## src/rtl/counter_cmd_ctrl.sv

```systemverilog
// Button-level to counter-command sequencer with hold auto-repeat.
// Optional macro REPEAT_ACCEL_EN halves the repeat period after ACCEL_AFTER repeats.
module counter_cmd_ctrl #(
  parameter int WIDTH         = 8,
  parameter int HOLD_CYCLES   = 50000000,
  parameter int REPEAT_CYCLES = 10000000,
  parameter int SATURATE      = 1,
  parameter int ACCEL_AFTER   = 8
) (
  input  logic             clk,
  input  logic             rst,
  input  logic             up_lvl,
  input  logic             dn_lvl,
  input  logic             clr_lvl,
  input  logic [WIDTH-1:0] count,
  output logic             cnt_ce,
  output logic             cnt_up,
  output logic             cnt_clr,
  output logic             rpt_active
);

  localparam int MAXC = (HOLD_CYCLES > REPEAT_CYCLES) ?
                        HOLD_CYCLES : REPEAT_CYCLES;
  localparam int TW   = (MAXC > 2) ? $clog2(MAXC) : 1;
  localparam logic [TW-1:0] HOLD_LD = TW'(HOLD_CYCLES - 1);
  localparam logic [TW-1:0] RPT_LD  = TW'(REPEAT_CYCLES - 1);

  typedef enum logic [1:0] {
    S_IDLE,
    S_HOLD,
    S_REPEAT,
    S_WAIT
  } state_t;

  state_t          r_state;
  state_t          w_nstate;
  logic [TW-1:0]   r_timer;
  logic [TW-1:0]   w_ntimer;
  logic [TW-1:0]   w_rld;
  logic            r_dir;
  logic            w_ndir;
  logic            r_up_p;
  logic            r_dn_p;
  logic            r_clr_p;
  logic            r_ce;
  logic            r_up;
  logic            r_clr;
  logic            r_rpt;
  logic            w_up_r;
  logic            w_dn_r;
  logic            w_clr_r;
  logic            w_act;
  logic            w_opp;
  logic            w_step;
  logic            w_clr;
  logic            w_sat;
  logic            w_ce;

  assign w_up_r  = up_lvl & ~r_up_p;
  assign w_dn_r  = dn_lvl & ~r_dn_p;
  assign w_clr_r = clr_lvl & ~r_clr_p;
  assign w_act   = r_dir ? up_lvl : dn_lvl;
  assign w_opp   = r_dir ? dn_lvl : up_lvl;

`ifdef REPEAT_ACCEL_EN
  localparam int FASTP = (REPEAT_CYCLES / 2 < 1) ? 1 : REPEAT_CYCLES / 2;
  localparam logic [TW-1:0] FAST_LD = TW'(FASTP - 1);
  localparam int CW = (ACCEL_AFTER > 0) ? $clog2(ACCEL_AFTER + 1) : 1;
  localparam logic [CW-1:0] ACC_MAX = CW'(ACCEL_AFTER);

  logic [CW-1:0] r_rcnt;

  assign w_rld = (r_rcnt >= ACC_MAX) ? FAST_LD : RPT_LD;

  // Count repeat steps in the current hold, saturating, cleared outside REPEAT
  always_ff @(posedge clk or posedge rst) begin
    if (rst) begin
      r_rcnt <= '0;
    end else if (w_nstate != S_REPEAT) begin
      r_rcnt <= '0;
    end else if (w_step && (r_rcnt != ACC_MAX)) begin
      r_rcnt <= r_rcnt + 1'b1;
    end
  end
`else
  assign w_rld = RPT_LD;
`endif

  // Next state, timer and command decisions; clear rise overrides everything
  always_comb begin
    w_nstate = r_state;
    w_ntimer = r_timer;
    w_ndir   = r_dir;
    w_step   = 1'b0;
    w_clr    = 1'b0;
    if (w_clr_r) begin
      w_clr    = 1'b1;
      w_nstate = S_WAIT;
    end else begin
      unique case (r_state)
        S_IDLE: begin
          if (w_up_r && !dn_lvl) begin
            w_step   = 1'b1;
            w_ndir   = 1'b1;
            w_ntimer = HOLD_LD;
            w_nstate = S_HOLD;
          end else if (w_dn_r && !up_lvl) begin
            w_step   = 1'b1;
            w_ndir   = 1'b0;
            w_ntimer = HOLD_LD;
            w_nstate = S_HOLD;
          end else if (w_up_r || w_dn_r) begin
            w_nstate = S_WAIT;
          end
        end
        S_HOLD, S_REPEAT: begin
          if (!w_act) begin
            w_nstate = S_IDLE;
          end else if (w_opp) begin
            w_nstate = S_WAIT;
          end else if (r_timer == '0) begin
            w_step   = 1'b1;
            w_ntimer = w_rld;
            w_nstate = S_REPEAT;
          end else begin
            w_ntimer = r_timer - 1'b1;
          end
        end
        S_WAIT: begin
          if (!up_lvl && !dn_lvl && !clr_lvl) begin
            w_nstate = S_IDLE;
          end
        end
        default: w_nstate = S_WAIT;
      endcase
    end
  end

  assign w_sat = (SATURATE != 0) &&
                 (w_ndir ? (&count) : (count == '0));
  assign w_ce  = w_step & ~w_sat;

  // State, timer, direction and edge-detect history
  always_ff @(posedge clk or posedge rst) begin
    if (rst) begin
      r_state <= S_WAIT;
      r_timer <= '0;
      r_dir   <= 1'b0;
      r_up_p  <= 1'b1;
      r_dn_p  <= 1'b1;
      r_clr_p <= 1'b1;
    end else begin
      r_state <= w_nstate;
      r_timer <= w_ntimer;
      r_dir   <= w_ndir;
      r_up_p  <= up_lvl;
      r_dn_p  <= dn_lvl;
      r_clr_p <= clr_lvl;
    end
  end

  // Registered command outputs
  always_ff @(posedge clk or posedge rst) begin
    if (rst) begin
      r_ce  <= 1'b0;
      r_up  <= 1'b0;
      r_clr <= 1'b0;
      r_rpt <= 1'b0;
    end else begin
      r_ce  <= w_ce;
      r_up  <= w_ce & w_ndir;
      r_clr <= w_clr;
      r_rpt <= (w_nstate == S_REPEAT);
    end
  end

  assign cnt_ce     = r_ce;
  assign cnt_up     = r_up;
  assign cnt_clr    = r_clr;
  assign rpt_active = r_rpt;

endmodule

```

## config.mk

```make
export PLATFORM = sky130hd
export DESIGN_NAME = counter_cmd_ctrl
export DESIGN_NICKNAME = d
export VERILOG_FILES = /design/src/rtl/counter_cmd_ctrl.sv
export SDC_FILE = /design/constraint.sdc
export NUM_CORES = 1
export LEC_CHECK = 0
export BUFFER_PORTS_ARGS = -buffer_cell sky130_fd_sc_hd__buf_2
export CORE_ASPECT_RATIO = 1.4
export CORE_MARGIN = 8
export CORE_UTILIZATION = 40
export CTS_CLUSTER_DIAMETER = 150
export CTS_CLUSTER_SIZE = 8
export DETAILED_ROUTE_END_ITERATION = 10
export PLACE_DENSITY = 0.67
export SYNTH_ARGS = -nofsm -noshare
export SYNTH_HDL_FRONTEND = slang
export SYNTH_SLANG_ARGS = --single-unit
```

## constraint.sdc

```tcl
create_clock -name clk -period 7.05 [get_ports clk]
set_input_delay 1.41 -clock clk [delete_from_list [all_inputs] [get_ports clk]]
set_output_delay 1.41 -clock clk [all_outputs]
set_load 0.05 [all_outputs]
```

# Yosys cells after proc, flatten, opt, wreduce, memory -nomap -nowiden
# Index checks and enable logic that the tools add are counted.
[word_totals]
elab_cells = 73
output_inout_bits = 4
reg_bits = 36
in_bits = 13
[op_classes]
eq_ne = 7
reduce_logical = 15
mux = 30
bitwise = 10
add_sub_neg = 1
[op_table]
columns = ["cell", "count"]
rows = [
  ["$mux W26", 5],
  ["$pmux W26 S2", 1],
  ["$logic_not A26 Y1", 1],
  ["$sub A26 B1 Y26 const B", 1],
  ["$mux W2", 8],
  ["$mux W1", 14],
  ["$logic_not A8 Y1", 1],
  ["$reduce_and A8 Y1", 1],
  ["$eq A2 B2 Y1 const B", 3],
  ["$pmux W2 S3", 1],
  ["$and A1 B1 Y1", 5],
  ["$not A1 Y1", 5],
  ["$reduce_and A5 Y1", 1],
  ["$logic_and A1 B1 Y1", 4],
  ["$ne A2 B2 Y1 const B", 2],
  ["$logic_not A1 Y1", 3],
  ["$ne A3 B3 Y1 const B", 1],
  ["$eq A2 B1 Y1 const B", 1],
  ["$logic_not A2 Y1", 1],
  ["$pmux W1 S2", 1],
  ["$reduce_bool A2 Y1", 1],
  ["$reduce_or A2 Y1", 1],
  ["$logic_or A1 B1 Y1", 1],
]

# Depth between registers and ports, before layout
[depth]
ltp_word = 11
ltp_mapped = 8

# Worst setup path after synthesis
# No wires, ideal clock.
[synth_timing]
kind = "input to register"
from = "input up_lvl"
to = "register r_timer[24]"
setup_time_ps = 95
slack_ps = 3933
path_buffers = 3
cell_stages = 7
arrival_ps = 3022
t_required_ps = 6955
path_cell_list = "clkbuf_1 > mux2i_1 > a221o_1 > clkbuf_1 > clkbuf_1 > nor2_1 > o31ai_1"
[synth_via]
elab_chain_len = 4
[synth_rtl]
columns = ["item", "line_no", "rtl"]
rows = [
  ["from (decl)", "12", "input logic up_lvl,"],
  ["$and A1 B1 Y1 or $logic_not A1 Y1 (tied branches)", "59, 107", ""],
  ["$logic_and A1 B1 Y1, on equally long branches", "102, 107", ""],
  ["$ne A3 B3 Y1 (no source line) or $mux W26 (tied branches)", "--", ""],
  ["$reduce_and A5 Y1 (no source line) or $pmux W26 S2 (tied branches)", "--", ""],
  ["to (signal assigned)", "154", "r_timer <= w_ntimer;"],
  ["to (decl)", "37", "logic [TW-1:0] r_timer;"],
]
# Parallel ways exist; a longest one is shown, timed or not.
# A chain may end at the register's enable or synchronous reset.

# Worst setup path in the final report
[layout_timing]
from = "input dn_lvl"
to = "register r_timer[24]"
[layout_via]
elab_chain_len = 4
[layout_rtl]
columns = ["item", "line_no", "rtl"]
rows = [
  ["from (decl)", "13", "input logic dn_lvl,"],
  ["$and A1 B1 Y1 or $logic_not A1 Y1 (tied branches)", "60, 102", ""],
  ["$logic_and A1 B1 Y1, on equally long branches", "107, 102", ""],
  ["$ne A3 B3 Y1 (no source line) or $mux W26 (tied branches)", "--", ""],
  ["$reduce_and A5 Y1 (no source line) or $pmux W26 S2 (tied branches)", "--", ""],
]
# Parallel ways exist; a longest one is shown, timed or not.

==> run summary <==
Buffers & Inverters on Critical Path - 1
Fin. max-slew vios - 0
R2r setup slk - 4.19 ns
Nets - 281
# setup viols final - 0
Post-Syn Area per Cell - 8.95 sq um
Data required, critical path - 7.25 ns
Crit path DAT - 3.37 ns
Core area - 5490 sq um
Layout Skew - 0.00882 ns
Synthesized area - 2260 sq um
RePlAce Congestion - 0.830
Drt total wl - 5.40 mm
Worst Hold Launch - r_timer[19]
GRT Total Usage - 0.138
Residual DRC - 0
Yosys warning count - 0
Path depth of the worst reg2reg path - 6
Worst Path Class, Setup - primary input to flip-flop
Yosys top cell by area - dfrtp_1
Max_cap viols - 0
CTS Buf Count - 5
Pin count of the biggest net entering global routing - 37
Die ar. - 8330 sq um
CTS Root Cell - clkbuf_8
Initial antenna violation count - 0
Critical path launch point type - primary input
PnR worst setup slack - 3.88 ns
RR Startpoint - r_state[1]
CP Cell Sequence - buf_2 -> nor2b_1 -> mux2i_1 -> a221o_1 -> or4_1 -> o31ai_1
Reg2reg end - r_timer[8]
Kind of cell adding the most delay to the critical path - simple AND/OR/NAND/NOR gates
Vias in the first global route - 2006
I/O Buffers - 16
Leakage power total - 0.924 nW
Area growth from synthesis to layout - 10.9%
H-tree depth - 2
CTS Buffer Depth - 2
Min Tclk post-route - 3.17 ns
PD cells - 386 nW/um^2
Ys async rst share - 1.00
Least-Margin Pin Slew - 1.18 ns
Yosys reg bits - 36
Antenna cells - 0
Top cells by area, synth - dfrtp_1 34%, dfstp_2 5.8%, a21oi_1 4.7%, nor2_1 3.2%, nor3_1 2.9%
First-pass GRT wire length - 9.49 mm
Post-Synthesis Cells - 252
Worst hold path type - flip-flop to flip-flop
Routed len/inst - 16.2 um
Row count - 32
Final hold violation count - 0
Worst Path Max Fanout - 19
TritonCTS clock tree - built
Antenna Nets Post-Route - 0
Hpwl dp - 3.80 mm
Sequential fraction of the synthesis area - 0.402
Total Negative Setup Slacks - 0 ns
Worst IR Drop VDD - 0.153 mV
Net Count, Synth - 268
Post-synth EDFFs - 0
Outcome - completed
Die width - 79.5 um
TritonCTS Sinks - 36
Share of cells above drive strength 1 - 0.203
Worst path depth - 6
Skew-Pair Late Insertion Delay - 0.30 ns
Vias per cell - 6.11
Die H - 105 um
Crit end category - flip-flop
Hold Path End - r_timer[19]
Post-CTS sizing - 0
I/O pin count - 17
Final clock period utilization by the worst path - 0.449
Fmax achieved - 316 MHz
Crit path largest cell delay - 0.67 ns
Rel. slew slack - 0.208
Initial core utilization - 0.411
Count leader, synth - dfrtp_1
Commonest cells post-synth - 31 x dfrtp_1, 21 x a21oi_1, 19 x nor2_1
Clk slew on worst S/H paths - 0.07 ns
Main synth FF type - dfrtp_1
Post-synth top area share - 0.344
Initial drt markers - 102
Setup repair bufs after CTS - 0
Post-synthesis cell type count - 60
RSZ-0062 raised after global routing - false
Via count - 2042
Hold_buf cts - 0
Critical-path top delay cell - a221o_1
DP Worst Slack - 3.61 ns
Worst hold path depth - 1
Total congestion overflow - 0
DRT Pass-1 Iters - 5
cell usage in the layout (no fill, tap or decap), types with 4 or more instances in the layout:
cell type  count
o22a_1         7
dfrtp_1       31
or4_1          5
o21ai_0        7
nand2b_1       6
nor4_1         9
nand3_1        7
dfstp_2        5
clkbuf_8       5
nand2_1       17
nor3_1        13
inv_1         13
o22ai_1        4
nor2_1        19
buf_2         16
o31ai_1        5
a21oi_1       21
a31oi_1        8
per-layer routing:
layer  wire [um]  track usage  up-vias
met3         247       0.0369        8
met2        2750        0.227       47
li1            -            -      990
met1        2320        0.159      997
met4          75       0.0652        0
met5           0            0        -
worst register-to-register path, stage by stage (launching register included):
cell and delay [ns]:
dfstp_2 0.57, inv_1 0.10, ha_1 0.80, inv_1 0.30
a31oi_1 0.39, nand2_1 0.23, o311ai_0 0.35
cells by family after synthesis:
logic type               share of synthesized area
AO/OA/AOI/OAI                                0.270
adder cells (fa/ha/maj)                     0.0166
buffers and inverters                       0.0444
flip-flops                                   0.402
multiplexers                                0.0144
AND/OR/NAND/NOR                              0.252
state kept, by name, summed over array words and instances, names as in the netlist:
name        cells
cnt_ce          1
cnt_clr         1
cnt_up          1
r_clr_p         1
r_dir           1
r_dn_p          1
r_state         2
r_timer        26
r_up_p          1
rpt_active      1
how the worst max path moves through the flow:
stage	end	from	slack [ns]
after global routing	r_timer[24]	dn_lvl	3.80
final	r_timer[24]	dn_lvl	3.88
after detailed placement	r_timer[24]	dn_lvl	3.61
after global placement	r_timer[24]	dn_lvl	3.67
after CTS	r_timer[24]	dn_lvl	3.91
after floorplan	r_timer[24]	up_lvl	3.93
where the power goes:
part           internal [mW]  switching [mW]  total, mW
Combinational          0.170           0.295      0.465
Clock                  0.105          0.0767      0.182
Sequential             0.258          0.0602      0.319
through the flow:
| stage | hold WS [ns] | std cells | utilization | area, sq um | power, mW |
|---|---|---|---|---|---|
| after floorplan | 0.473 | 252 | - | 2260 | 0.677 |
| after global routing | 0.548 | 334 | 0.456 | 2500 | 1.04 |
| after CTS | 0.525 | 334 | 0.456 | 2500 | 0.972 |
| after global placement | 0.489 | 326 | 0.437 | 2390 | 0.785 |
| after detailed placement | 0.509 | 326 | 0.437 | 2390 | 0.789 |
| final | 0.524 | 334 | 0.456 | 2500 | 0.965 |
area by class of cell:
| cell class | instances | area (sq um) |
|---|---|---|
| sequential | 36 | 907 |
| multi-input combinational | 190 | 1250 |
| inverter | 14 | 52.6 |
| fill | 532 | 2980 |
| clock inverter | 2 | 35.0 |
| timing repair buffer | 18 | 95.1 |
| tap | 68 | 85.1 |
| clock buffer | 6 | 72.6 |
No activity file was read; power rests on OpenSTA's default activity.
